<file path="config.mk">
export PLATFORM = sky130hd
export DESIGN_NAME = psr_save_restore
export DESIGN_NICKNAME = d
export VERILOG_FILES = /design/src/rtl/psr_save_restore.sv
export SDC_FILE = /design/constraint.sdc
export NUM_CORES = 1
export LEC_CHECK = 0
export CORE_ASPECT_RATIO = 2
export CORE_MARGIN = 2
export CORE_UTILIZATION = 40
export DETAILED_ROUTE_END_ITERATION = 7
export GPL_TIMING_DRIVEN = 0
export PLACE_DENSITY = 0.77
export SYNTH_ARGS = -nofsm -noshare
export SYNTH_HDL_FRONTEND = slang
export SYNTH_SLANG_ARGS = --single-unit
</file>
<file path="constraint.sdc">
create_clock -name clk -period 1.8 [get_ports clk]
set_input_delay 0.36 -clock clk [delete_from_list [all_inputs] [get_ports clk]]
set_output_delay 0.36 -clock clk [all_outputs]
set_load 0.005 [all_outputs]
</file>
<file path="src/rtl/psr_save_restore.sv">
// PSR save/restore sequencer: pushes the PSR and vectors on an accepted interrupt,
// and pops/restores the PSR on RTI (supervisor only; user-mode RTI faults).
module psr_save_restore (
  input  logic        clk,
  input  logic        rst,
  input  logic [2:0]  nzp_in,
  input  logic        int_req,
  input  logic [2:0]  int_prio,
  input  logic [7:0]  int_vec,
  input  logic        rti_req,
  input  logic [15:0] bus_in,
  input  logic        mem_ready,
  output logic [15:0] bus_out,
  output logic        bus_out_en,
  output logic        mem_wr,
  output logic        mem_rd,
  output logic        psr_mux_sel,
  output logic        ld_cc,
  output logic        priv,
  output logic [2:0]  prio,
  output logic [15:0] vec_addr,
  output logic        int_ack,
  output logic        rti_done,
  output logic        rti_fault,
  output logic        busy
);

  typedef enum logic [2:0] {
    S_IDLE, S_PUSH, S_SETPSR, S_VECTOR, S_POP, S_RESTORE, S_FAULT
  } state_t;

  state_t      r_state;
  state_t      w_next;
  logic        w_int_ok;
  logic        r_priv;
  logic [2:0]  r_prio;
  logic [2:0]  r_int_prio;
  logic [7:0]  r_vec;
  logic [15:0] r_psr;
  logic        r_bus_out_en, r_mem_wr, r_mem_rd, r_restore;
  logic        r_int_ack, r_rti_fault, r_busy;

  assign w_int_ok = int_req && (int_prio > r_prio);

  always_comb begin
    w_next = r_state;
    case (r_state)
      S_IDLE: begin
        if (w_int_ok)     w_next = S_PUSH;
        else if (rti_req) w_next = r_priv ? S_FAULT : S_POP;
      end
      S_PUSH:    if (mem_ready) w_next = S_SETPSR;
      S_SETPSR:  w_next = S_VECTOR;
      S_VECTOR:  w_next = S_IDLE;
      S_POP:     if (mem_ready) w_next = S_RESTORE;
      S_RESTORE: w_next = S_IDLE;
      S_FAULT:   w_next = S_IDLE;
      default:   w_next = S_IDLE;
    endcase
  end

  always_ff @(posedge clk or posedge rst) begin
    if (rst) r_state <= S_IDLE;
    else     r_state <= w_next;
  end

  // Strobes are flops loaded from the next state, so each is high exactly while in its state.
  always_ff @(posedge clk or posedge rst) begin
    if (rst) begin
      r_bus_out_en <= 1'b0;
      r_mem_wr     <= 1'b0;
      r_mem_rd     <= 1'b0;
      r_restore    <= 1'b0;
      r_int_ack    <= 1'b0;
      r_rti_fault  <= 1'b0;
      r_busy       <= 1'b0;
    end else begin
      r_bus_out_en <= (w_next == S_PUSH) || (w_next == S_RESTORE);
      r_mem_wr     <= (w_next == S_PUSH);
      r_mem_rd     <= (w_next == S_POP);
      r_restore    <= (w_next == S_RESTORE);
      r_int_ack    <= (w_next == S_VECTOR);
      r_rti_fault  <= (w_next == S_FAULT);
      r_busy       <= (w_next != S_IDLE);
    end
  end

  always_ff @(posedge clk or posedge rst) begin
    if (rst) begin
      r_priv     <= 1'b0;
      r_prio     <= 3'b000;
      r_int_prio <= 3'b000;
      r_vec      <= 8'h00;
      r_psr      <= 16'h0000;
    end else begin
      if (r_state == S_IDLE && w_int_ok) begin
        r_int_prio <= int_prio;
        r_vec      <= int_vec;
      end
      if (r_state == S_POP && mem_ready) r_psr <= bus_in;
      if (r_state == S_SETPSR) begin
        r_priv <= 1'b0;
        r_prio <= r_int_prio;
      end else if (r_state == S_RESTORE) begin
        r_priv <= r_psr[15];
        r_prio <= r_psr[10:8];
      end
    end
  end

  // PUSH drives the live PSR image; RESTORE drives the captured word back to the CC register.
  always_comb begin
    bus_out = 16'h0000;
    if (r_bus_out_en) begin
      if (r_restore) bus_out = r_psr;
      else           bus_out = {r_priv, 4'b0000, r_prio, 5'b00000, nzp_in};
    end
  end

  assign vec_addr    = {8'h01, r_vec};
  assign bus_out_en  = r_bus_out_en;
  assign mem_wr      = r_mem_wr;
  assign mem_rd      = r_mem_rd;
  assign psr_mux_sel = r_restore;
  assign ld_cc       = r_restore;
  assign rti_done    = r_restore;
  assign int_ack     = r_int_ack;
  assign rti_fault   = r_rti_fault;
  assign busy        = r_busy;
  assign priv        = r_priv;
  assign prio        = r_prio;

endmodule

</file>
# After elaboration in Yosys (flattened, before gate mapping)
# Index checks and enable logic that the tools add are counted.
[op_classes]
magnitude_cmp = 1
reduce_logical = 7
eq_ne = 9
n_mux = 12
[op_table]
columns = ["operator", "n"]
rows = [
  ["$mux 16", 2],
  ["$mux 3", 6],
  ["$eq 3x3->1 const B", 5],
  ["$pmux 3 s4", 1],
  ["$eq 3x1->1 const B", 2],
  ["$eq 3x2->1 const B", 2],
  ["$gt 3x3->1", 1],
  ["$logic_and 1x1->1", 3],
  ["$logic_not 3->1", 1],
  ["$reduce_bool 3->1", 1],
  ["$mux 1", 2],
  ["$mux 2", 1],
  ["$reduce_bool 2->1", 1],
  ["$logic_or 1x1->1", 1],
]
[totals]
output_inout_bits = 45
wordCells = 42
in_bits = 35
register_bits = 41

# Longest topological paths before layout
[logic_depth]
word_depth = 6
ltp_mapped = 7
depth_no_buf = 7

# Least setup slack after synthesis
# No wires, ideal clock.
[synth_timing]
path_kind = "register -> register"
start = "register r_prio[1], in the netlist prio[1]"
end = "register r_busy, in the netlist busy"
stages_incl_launch_ff = 8
setup_ns = 0.132
required_time_ns = 1.668
t_arrival_ns = 1.804
period_less_slack_ns = 1.936
path_slack_ns = -0.136
cell_sequence = "dfrtp_1 > inv_1 > ha_1 > nand3_1 > o21ai_2 > or3_1 > a31o_1 > or3b_1"
[synth_between]
elab_chain_len = 5
[synth_lines]
columns = ["item", "line_no", "source"]
rows = [
  ["from (decl)", "36", "logic [2:0] r_prio;"],
  ["from (signal assigned)", "103", "r_prio <= r_int_prio;"],
  ["from (signal assigned)", "106", "r_prio <= r_psr[10:8];"],
  ["$gt 3x3->1", "43", "assign w_int_ok = int_req && (int_prio > r_prio);"],
  ["$logic_and 1x1->1", "43", ""],
  ["$mux 3", "49", "if (w_int_ok) w_next = S_PUSH;"],
  ["$pmux 3 s4", "47", "case (r_state)"],
  ["via w_next[1]", "33", "state_t w_next;"],
  ["$reduce_bool 3->1", "84", "r_busy <= (w_next != S_IDLE);"],
  ["to (signal assigned)", "84", ""],
  ["to (decl)", "41", "logic r_int_ack, r_rti_fault, r_busy;"],
]
# The timed path passes the listed nets, and every way through them passes these cells.
# A chain may end at the register's enable or synchronous reset.

# Worst setup path after layout
# Same ends and word-level chain as after synthesis.

==> flow_metrics.py <==
metrics = {
    "status": {
        "status": "finished with violations",
        "violations": "negative setup slack",
    },
    "synthesis": {
        "ys_warn_count": 0,
        "synth_area_leaders": "dfrtp_1 (49%), mux2_4 (6.5%), mux2_1 (5.9%)",
        "async_flop_share_pct": 100,
        "synth_compound_area_share_pct": 7.95,
        "yosys.area_share.simple_pct": 12.8,
        "synth_fa_ha_area_share_pct": 1.79,
        "ys.flop_type": "dfrtp_1",
        "synthMostInstantiatedCell": "dfrtp_1",
        "synth_edf_count": 0,
        "synth_top_family_by_area": "multiplexers",
        "synth_area_leader_cell": "dfrtp_1",
        "synth_top_area_share_pct": 49.0,
        "yosys-top-cells-count": "dfrtp_1 (41), buf_4 (11), mux2_1 (11)",
        "yosys_register_bits": 41,
        "synth_area_per_cell_um2": 12.5,
        "synth_cell_types": 41,
        "synth.area.mux_share_pct": 19.5,
        "synth_xor_area_share_pct": 0,
        "synth-seq-area-share_pct": 49.0,
        "synth.cell_area_mm2": 0.00209,
        "syn_inst": 167,
    },
    "floorplan": {
        "dieArea_mm2": 0.00587,
        "die_height_um": 106,
        "start_util_pct": 41.1,
        "placementRows": 37,
        "die_w_um": 55.2,
        "core-area_mm2": 0.00509,
        "io_pins": 80,
    },
    "final_layout": {
        "final_util_pct": 65.1,
        "seqCellArea_mm2": 0.00103,
        "multi_input_area_mm2": 0.00104,
        "antenna_cells": 0,
        "final_area_mm2": 0.00332,
        "syn2layout_area_growth_pct": 58.4,
        "fin_nets": 310,
        "fillers": 388,
        "layout-drive-gt1-share_pct": 40.7,
    },
    "drt": {
        "wirelength_um": 4850,
        "first_iter_violations": 21,
        "wl_per_cell_um": 14.6,
        "via_per_inst": 4.82,
        "vias": 1597,
        "drtAntennaViolNets": 0,
        "first_pass_iters": 4,
        "drcViolationCount": 0,
    },
    "clock_tree": {
        "clkLatencyLatePin_ns": 0.29,
        "h-tree-depth": 2,
        "clock_sinks": 41,
        "cts_tree": "built",
        "clk_pin_slew_ns": 0.07,
        "ctsHoldBuffers": 0,
        "clock-root-buffer": "clkbuf_8",
        "clockBufferDepth": 2,
        "cts_buffers": 5,
    },
    "hold_path": {
        "hold_depth": 2,
        "holdCritPathClass": "in2reg",
        "holdPathEnd": "r_int_prio[0]",
        "hold_start": "int_prio[0]",
    },
    "timing": {
        "hold_viol_final": 0,
        "finalMaxSlewViolations": 0,
        "post-route-min-period_ns": 1.91,
        "worst_slew_pin_slew_ns": 0.823,
        "fin_crit_sh_pct": 106,
        "fin_ws_ns": -0.113,
        "max_freq_mhz": 523,
        "skew_ns": 0.00349,
        "fin_setup_tns_ns": -1.29,
        "rsz0062_at_grt": "true",
        "relSlewSlack_pct": 45.1,
        "setup-violations-final": 12,
    },
    "power": {
        "irDropWorstVdd_mv": 1.09,
        "power_density_mw_per_mm2": 1580,
        "total_power_mw": 5.25,
        "leakage_nw": 1.56,
    },
    "worst_setup_path": {
        "r2r-end": "busy",
        "path_cells": "inv_2, ha_4, a211oi_4, buf_6, or3_4, a31o_1, or3b_1",
        "reg2reg_from": "prio[1]",
        "end_kind": "flop",
        "slowest_stage": "dfrtp_2",
        "crit_required_ns": 1.97,
        "start_kind": "flop",
        "rr_worst_depth": 7,
        "slowest_delay_ns": 0.37,
        "crit_fanout": 3,
        "critPathKind": "reg2reg",
        "arrival_ns": 2.09,
        "reg2reg_slack_ns": -0.11,
    },
    "global_routing": {
        "grt_pass1_wl_um": 7360,
        "grt_usage_pct": 17.5,
        "grt_max_degree": 42,
        "grt_pass1_vias": 1594,
        "antenna_found_initial": 0,
        "grt-ovfl-total": 0,
    },
    "place": {
        "gp_congestion": 0.754,
        "placed_cell_area_mm2": 0.00293,
        "hpwl_um": 3270,
        "pre_cts_slack_ns": -0.653,
        "portBuffers": 71,
    },
    "flow_run": {
        "cap_viol_max_count": 0,
    },
}
==> power by group <==
| part | total [mW] | internal (mW) | switching (mW) |
|---|---|---|---|
| combinational | 2.84 | 1.78 | 1.06 |
| sequential | 1.64 | 1.37 | 0.280 |
| clock | 0.756 | 0.452 | 0.305 |
| total | 5.25 | 3.60 | 1.65 |
==> metal layers <==
layer | vias to the layer above | GRT usage, % | wire length (um)
met5 | - | 0 | 0
met1 | 759 | 19.0 | 1760
met3 | 8 | 4.21 | 283
met2 | 61 | 30.1 | 2720
met4 | 0 | 7.84 | 93
li1 | 769 | - | -
==> timing repair <==
| action | CTS | global route |
|---|---|---|
| setup endpoints to repair | 40 | 40 |
| gates resized for setup | 66 | 32 |
| pin swaps | 7 | 9 |
| hold endpoints to repair | 0 | 0 |
| gates cloned | 2 | 0 |
| buffers inserted | 13 | 6 |
==> how the worst max path moves through the flow <==
stage | from | end | slack [ns] | depth (start not counted)
2_1_floorplan | prio[0] | busy | -0.06 | 6
3_5_place_dp | int_prio[0] | busy | -0.65 | 8
3_3_place_gp | int_prio[0] | busy | -0.65 | 8
4_1_cts | prio[1] | busy | -0.19 | 7
5_1_grt | prio[1] | r_int_prio[2] | -0.19 | 8
6_report | prio[1] | busy | -0.11 | 7
==> layout by cell type (no fill, tap or decap), types with 2 or more instances in the layout <==
master | synthesis | routed
buf_4 | 11 | 25
ha_4 | 0 | 3
dlygate4sd2_1 | 0 | 6
nor2_1 | 5 | 5
buf_8 | 0 | 2
mux2i_1 | 7 | 7
o22ai_1 | 5 | 5
clkbuf_8 | 0 | 7
o32ai_1 | 2 | 2
buf_2 | 0 | 4
nand2b_1 | 2 | 2
inv_1 | 8 | 4
nor2b_1 | 9 | 9
conb_1 | 2 | 8
dlymetal6s2s_1 | 0 | 2
clkbuf_2 | 0 | 8
mux2_2 | 7 | 7
clkdlybuf4s50_1 | 0 | 49
dfrtp_2 | 0 | 2
a21oi_1 | 6 | 6
mux2_4 | 9 | 20
and3_1 | 9 | 8
buf_6 | 2 | 10
inv_2 | 1 | 5
dfrtp_1 | 41 | 39
clkbuf_1 | 4 | 2
==> worst max-delay path: cells and delay by family, from the launching register on <==
kind	cells	cell delay (ns)
flops	1	0.37
simple gates	2	0.69
fa+ha+maj	1	0.29
buf+inv	2	0.17
compound gates	2	0.27
==> metrics by stage <==
stage	hold slack [ns]	instances
2_1_floorplan	0.458	173
3_3_place_gp	0.466	302
3_5_place_dp	0.478	302
4_1_cts	0.422	325
5_1_grt	0.454	331
6_report	0.444	331
==> logic make-up after synthesis <==
kind of cell	after synthesis
other	2
adder cells (fa/ha/maj)	3
flip-flops	41
multiplexers	34
AND/OR/NAND/NOR	39
AO/OA/AOI/OAI	20
buffers and inverters	28
==> state kept, by name, summed over array words and instances, names as in the netlist <==
name        cells
mem_rd          1
prio            3
r_int_prio      3
r_psr          16
r_state         3
ld_cc           1
r_vec           8
mem_wr          1
int_ack         1
rti_fault       1
priv            1
busy            1
bus_out_en      1
==> final cells by class <==
cell class	instances	share of cell area, %
buffer	18	5.51
clock buffer	7	2.60
clock inverter	1	0.905
inverter	10	1.21
multi-input combinational	104	31.3
sequential	41	31.0
tap	58	2.19
timing repair buffer	92	25.3
Power figures use the tool's default switching activity.
